## src/rtl/dmem_seq_arbiter.sv

```systemverilog
// dmem_seq_arbiter
//   Arbitrates a CPU MEM-stage port and a debug/loader port onto a byte-wide
//   data memory. Each 32-bit word access is run as four big-endian byte beats
//   (MSB first). The access occupies the block for six cycles: the granting
//   IDLE cycle, four XFER beats, and one DONE cycle.
//
// Ports
//   clk, rst_n          clock, synchronous active-low reset
//   cpu_req/we/addr/wdata  CPU word request (addr is a word address; [1:0] ignored)
//   cpu_rdata, cpu_done    CPU load result (held) and one-cycle completion pulse
//   cpu_stall              cpu_req & ~cpu_done, freezes the pipeline
//   dbg_req/we/addr/wdata  debug word request
//   dbg_rdata, dbg_done    debug read result (held) and completion pulse
//   mem_addr/we/wdata      byte address, byte write strobe, byte write data
//   mem_rdata              byte read data, combinational from mem_addr
//   busy                   high whenever the FSM is not IDLE
module dmem_seq_arbiter #(
  parameter int ADDR_W = 32
) (
  input  logic              clk,
  input  logic              rst_n,
  input  logic              cpu_req,
  input  logic              cpu_we,
  input  logic [ADDR_W-1:0] cpu_addr,
  input  logic [31:0]       cpu_wdata,
  output logic [31:0]       cpu_rdata,
  output logic              cpu_done,
  output logic              cpu_stall,
  input  logic              dbg_req,
  input  logic              dbg_we,
  input  logic [ADDR_W-1:0] dbg_addr,
  input  logic [31:0]       dbg_wdata,
  output logic [31:0]       dbg_rdata,
  output logic              dbg_done,
  output logic [ADDR_W-1:0] mem_addr,
  output logic              mem_we,
  output logic [7:0]        mem_wdata,
  input  logic [7:0]        mem_rdata,
  output logic              busy
);

  typedef enum logic [1:0] {IDLE, XFER, DONE} state_e;

  // Latched request. Only the word-aligned part of the address is kept:
  // the beat counter supplies the low two bits.
  typedef struct packed {
    logic              we;
    logic [ADDR_W-3:0] addr_hi;
    logic [31:0]       wdata;
  } req_t;

  state_e      state_q, state_d;
  logic [1:0]  beat_q, beat_d;
  logic        gnt_dbg_q, gnt_dbg_d;   // 1: current transaction belongs to dbg
  logic        last_dbg_q, last_dbg_d; // 1: dbg was served most recently
  req_t        req_q, req_d;
  logic [31:0] rbuf_q, rbuf_d;
  logic [31:0] cpu_rdata_q, cpu_rdata_d;
  logic [31:0] dbg_rdata_q, dbg_rdata_d;

  logic        pick_dbg;
  logic        xfer;
  logic [31:0] rd_word;
  logic [7:0]  wr_byte;

  // Byte offset bits of the word addresses are intentionally dropped.
  logic unused_addr_lsbs;
  assign unused_addr_lsbs = ^{cpu_addr[1:0], dbg_addr[1:0]};

  // dbg wins only if cpu is idle, or on a tie when cpu was served last.
  assign pick_dbg = dbg_req & (~cpu_req | ~last_dbg_q);
  assign xfer     = (state_q == XFER);

  // Current read buffer with this beat's byte merged in, MSB byte first.
  always_comb begin
    rd_word = rbuf_q;
    case (beat_q)
      2'd0: rd_word[31:24] = mem_rdata;
      2'd1: rd_word[23:16] = mem_rdata;
      2'd2: rd_word[15:8]  = mem_rdata;
      default: rd_word[7:0] = mem_rdata;
    endcase
  end

  always_comb begin
    case (beat_q)
      2'd0: wr_byte = req_q.wdata[31:24];
      2'd1: wr_byte = req_q.wdata[23:16];
      2'd2: wr_byte = req_q.wdata[15:8];
      default: wr_byte = req_q.wdata[7:0];
    endcase
  end

  // Next-state logic
  always_comb begin
    state_d     = state_q;
    beat_d      = beat_q;
    gnt_dbg_d   = gnt_dbg_q;
    last_dbg_d  = last_dbg_q;
    req_d       = req_q;
    rbuf_d      = rbuf_q;
    cpu_rdata_d = cpu_rdata_q;
    dbg_rdata_d = dbg_rdata_q;
    case (state_q)
      IDLE: begin
        if (cpu_req | dbg_req) begin
          gnt_dbg_d  = pick_dbg;
          last_dbg_d = pick_dbg;
          req_d      = pick_dbg ? req_t'{dbg_we, dbg_addr[ADDR_W-1:2], dbg_wdata}
                                : req_t'{cpu_we, cpu_addr[ADDR_W-1:2], cpu_wdata};
          beat_d     = 2'd0;
          state_d    = XFER;
        end
      end
      XFER: begin
        if (!req_q.we) rbuf_d = rd_word;
        beat_d = beat_q + 2'd1;
        if (beat_q == 2'd3) begin
          state_d = DONE;
          // Result becomes visible on the same edge that enters DONE.
          if (!req_q.we) begin
            if (gnt_dbg_q) dbg_rdata_d = rd_word;
            else           cpu_rdata_d = rd_word;
          end
        end
      end
      DONE:    state_d = IDLE;
      default: state_d = IDLE;
    endcase
  end

  always_ff @(posedge clk) begin
    if (!rst_n) begin
      state_q     <= IDLE;
      beat_q      <= 2'd0;
      gnt_dbg_q   <= 1'b0;
      last_dbg_q  <= 1'b1;
      req_q       <= '0;
      rbuf_q      <= '0;
      cpu_rdata_q <= '0;
      dbg_rdata_q <= '0;
    end else begin
      state_q     <= state_d;
      beat_q      <= beat_d;
      gnt_dbg_q   <= gnt_dbg_d;
      last_dbg_q  <= last_dbg_d;
      req_q       <= req_d;
      rbuf_q      <= rbuf_d;
      cpu_rdata_q <= cpu_rdata_d;
      dbg_rdata_q <= dbg_rdata_d;
    end
  end

  // Memory side is quiet outside XFER. The strobe is also gated by rst_n so
  // that a beat coinciding with reset never writes its byte.
  assign mem_addr  = xfer ? {req_q.addr_hi, beat_q} : '0;
  assign mem_we    = xfer & req_q.we & rst_n;
  assign mem_wdata = (xfer & req_q.we) ? wr_byte : 8'h00;

  assign cpu_done  = (state_q == DONE) & ~gnt_dbg_q;
  assign dbg_done  = (state_q == DONE) &  gnt_dbg_q;
  assign cpu_stall = cpu_req & ~cpu_done;
  assign busy      = (state_q != IDLE);
  assign cpu_rdata = cpu_rdata_q;
  assign dbg_rdata = dbg_rdata_q;

endmodule
```

## config.mk

```make
export PLATFORM = sky130hd
export DESIGN_NAME = dmem_seq_arbiter
export DESIGN_NICKNAME = d
export VERILOG_FILES = /design/src/rtl/dmem_seq_arbiter.sv
export SDC_FILE = /design/constraint.sdc
export NUM_CORES = 1
export LEC_CHECK = 0
export BUFFER_PORTS_ARGS = -buffer_cell sky130_fd_sc_hd__buf_2
export CAP_MARGIN = 20
export CORE_MARGIN = 2
export CORE_UTILIZATION = 30
export CTS_CLUSTER_SIZE = 30
export DETAILED_ROUTE_END_ITERATION = 10
export RECOVER_POWER = 25
export SLEW_MARGIN = 40
export SYNTH_ARGS = -nofsm -noshare
export SYNTH_HDL_FRONTEND = slang
export SYNTH_SLANG_ARGS = --single-unit
```

## constraint.sdc

```tcl
create_clock -name clk -period 5 [get_ports clk]
set_input_delay 1 -clock clk [delete_from_list [all_inputs] [get_ports clk]]
set_output_delay 1 -clock clk [all_outputs]
set_load 0.005 [all_outputs]
```

==> impl_metrics.tcl <==
set metrics [dict create \
    start_util_pct 30.5 \
    start_kind "flop" \
    clock_sink_count 165 \
    clkPwrFrac_pct 40.9 \
    crit_type "flop to flop" \
    via_count 6903 \
    synth_compound_area_share_pct 16.3 \
    fp.dieW_um 161 \
    synth_cells 871 \
    outcome "finished with violations" \
    hold_violations 0 \
    whs_ns 0.456 \
    grt_max_degree 98 \
    finalWorstSetupSlack_ns 1.73 \
    r2r_start "state_q[0]$_SDFFE_PN0P_" \
    hp-class "flop to flop" \
    synth_seq_cells 165 \
    portBuffers 246 \
    cp.required_ns 5.21 \
    yosys_warnings 0 \
    synth.top_cell.area_share_pct 44.5 \
    p_seq_share_pct 46.2 \
    avgSynthCellArea_um2 8.53 \
    avgViaCountPerCell 4.93 \
    fmax_mhz 306 \
    irDropWorstVdd_mv 0.153 \
    p_comb_share_pct 12.9 \
    grt_pass1_wl_mm 35.9 \
    cts_tree "yes" \
    cp_data_arrival_time_ns 3.47 \
    setup-violations-final 0 \
    syn_area_um2 7430 \
    nets 1211 \
    hpwl_mm 15.9 \
    hold_depth 2 \
    end_kind "flop" \
    use_met2_pct 29.3 \
    synth_edf_count 0 \
    cap_violations 1 \
    coreArea_um2 24300 \
    finalCriticalPeriod_ns 3.27 \
    holdPathEnd "cpu_rdata[27]$_SDFFE_PN0P_" \
    synthMuxAreaShare_pct 13.5 \
    period_share_pct 65.3 \
    reg2regPathDepth 4 \
    critPathMaxStageDelay_ns 1.70 \
    dieArea_um2 26000 \
    grt_pass1_vias 6506 \
    grt_antenna_before_repair 0 \
    rows 57 \
    synth-simple-area-share_pct 19.9 \
    clock_latency_ns 0.42 \
    max_slew.worst_pin.slew_ns 2.38 \
    rrSetupSlack_ns 1.73 \
    min_from "cpu_rdata[27]$_SDFFE_PN0P_" \
    synth.distinct_cells 32 \
    drt-initial-drc-count 375 \
    drc_errors 0 \
    cts_made_buffers 17 \
    grt_util_met1_pct 21.8 \
    top_usage_layer "met2" \
    synthXorXnorAreaFrac_pct 0 \
    ctsHtreeMaxLevel 4 \
    drive_above_1_share_pct 29.5 \
    pre_cts_ws_ns 2.01 \
    synthArstFlopShare_pct 0 \
    sw_frac_of_total_pct 27.7 \
    ctsResizeCount 0 \
    boundaryPins 251 \
    power_leakage_nw 4.19 \
    synthTopCellsByArea "dfxtp_1 (44%), nand2_1 (12%), mux2i_1 (8.6%)" \
    dr.pass1.iters 5 \
    ys.flop_type "dfxtp_1" \
    syn_to_final_growth_pct 26.4 \
    internal_power_mw 2.24 \
    diodes 0 \
    crit_slowest_cell "clkbuf_1" \
    r2r-end "cpu_rdata[31]$_SDFFE_PN0P_" \
    synth_nets 1018 \
    seq_area_frac_synth_pct 44.5 \
    dieHeight_um 161 \
    skew_ns 0.0107 \
    postCtsHoldBufs 0 \
    drv_slew 33 \
    routabilityCongestion 0.762 \
    path_max_fanout 32 \
    path_clk_slew_ns 0.07 \
    cts_root_buf "clkbuf_16" \
    post-cts-setup-buffer-count 0 \
    path_cells "nand2b_1 -> nor4b_4 -> clkbuf_1 -> mux2i_1" \
    synth-adder-area-share_pct 0.842 \
    overflow 0 \
    power_density_nw_per_um2 330 \
    fin_tns_setup_ns 0 \
    final_cells 1401 \
    wl_mm 23.1 \
    rsz0062_at_grt "false" \
    ant_nets 0 \
    violations "capacitance limit, slew limit" \
    synth_top_family_by_area "simple AND/OR/NAND/NOR gates" \
    p_total_mw 3.09 \
    synth.largest_area_cell "dfxtp_1" \
    clk_path_buf_depth 2 \
    switching_power_uw 859 \
    dp_cells 1367 \
    slew_headroom_pct -58.6 \
    met3_usage_pct 5.01 \
    grt_usage_pct 17.4 \
    wl_per_cell_um 16.5 \
]
[final cells by class]
| class | count | area [um2] |
|---|---|---|
| Timing Repair Buffer | 259 | 1330 |
| Fill cell | 2590 | 14900 |
| Inverter | 4 | 15.0 |
| Clock buffer | 18 | 429 |
| Clock inverter | 14 | 129 |
| Tap cell | 324 | 405 |
| Multi-Input combinational cell | 617 | 3780 |
| Sequential cell | 165 | 3300 |
[worst max-delay path by stage]
stage	slack [ns]	endpoint	from	depth (start not counted)
3_5_place_dp	2.01	mem_wdata[4]	beat_q[1]$_SDFFE_PN0P_	6
6_report	1.73	cpu_rdata[31]$_SDFFE_PN0P_	state_q[0]$_SDFFE_PN0P_	4
5_1_grt	1.41	cpu_rdata[8]$_SDFFE_PN0P_	state_q[0]$_SDFFE_PN0P_	4
4_1_cts	1.55	mem_wdata[4]	beat_q[1]$_SDFFE_PN0P_	6
3_3_place_gp	1.85	mem_we	rst_n	3
2_1_floorplan	2.37	mem_we	rst_n	3
[cells by family after synthesis]
kind of cell,after synthesis
flip-flops,165
AO/OA/AOI/OAI,184
adder cells (fa/ha/maj),5
AND/OR/NAND/NOR,332
buffers and inverters,89
multiplexers,96
[metal layers]
metal	wire length (um)	share of wire, %
met1	10000	43
met2	11200	48
met3	1660	7.2
met4	237	1.0
met5	0	0
[flip-flops by register name, indices dropped and copies added, names as in the netlist]
signal      count
gnt_dbg_q       1
cpu_rdata      32
state_q         2
last_dbg_q      1
beat_q          2
req_q          63
rbuf_q         32
dbg_rdata      32
[worst max-delay path, delay by kind of cell (launching register included)]
kind | cells | cell delay [ns]
DFF | 1 | 0.52
and+or+nand+nor | 2 | 0.52
buffers and inverters | 1 | 1.70
muxes | 1 | 0.24
[stage by stage]
stage	cell area, um2	util [%]
after floorplan	7430	-
after detailed placement	8830	36.3
after CTS	9380	38.6
final	9390	38.6
after global routing	9390	38.6
after global placement	8810	36.2
[cell usage after synthesis (2+ instances only)]
cell type	n
nand3_1	34
buf_1	7
mux2i_1	64
inv_1	4
nand4bb_1	4
o211ai_1	2
and2_1	30
nand2_1	240
a222oi_1	8
and3_1	10
ha_1	5
buf_6	3
a21oi_1	66
buf_2	15
o21ai_0	42
dfxtp_1	165
a311oi_1	63
nor2_1	5
mux2_2	32
clkbuf_1	60
[power by group through the flow]
stage                     registers (mW)  clock network [mW]  logic (mW)
after floorplan                     1.44                   0       0.256
after global routing                1.44                1.36       0.445
after global placement              1.46                   0       0.396
final                               1.43                1.27       0.400
after detailed placement            1.46                   0       0.400
after CTS                           1.43                1.31       0.401
[placed cells by master (no fill, tap or decap), types with 3 or more instances in the layout]
cell	n
nand2_1	240
buf_2	230
dfxtp_1	165
a21oi_1	66
mux2i_1	64
a311oi_1	63
o21ai_0	42
nand3_1	34
mux2_2	32
and2_1	30
clkbuf_16	17
clkbuf_1	17
and3_1	10
buf_4	10
a222oi_1	8
nor2_1	4
nand4bb_1	4
ha_2	4
clkinv_4	4
inv_1	3
clkinv_2	3
clkinvlp_4	3
inv_6	3
Note: power is estimated with default switching activity, not from simulation.
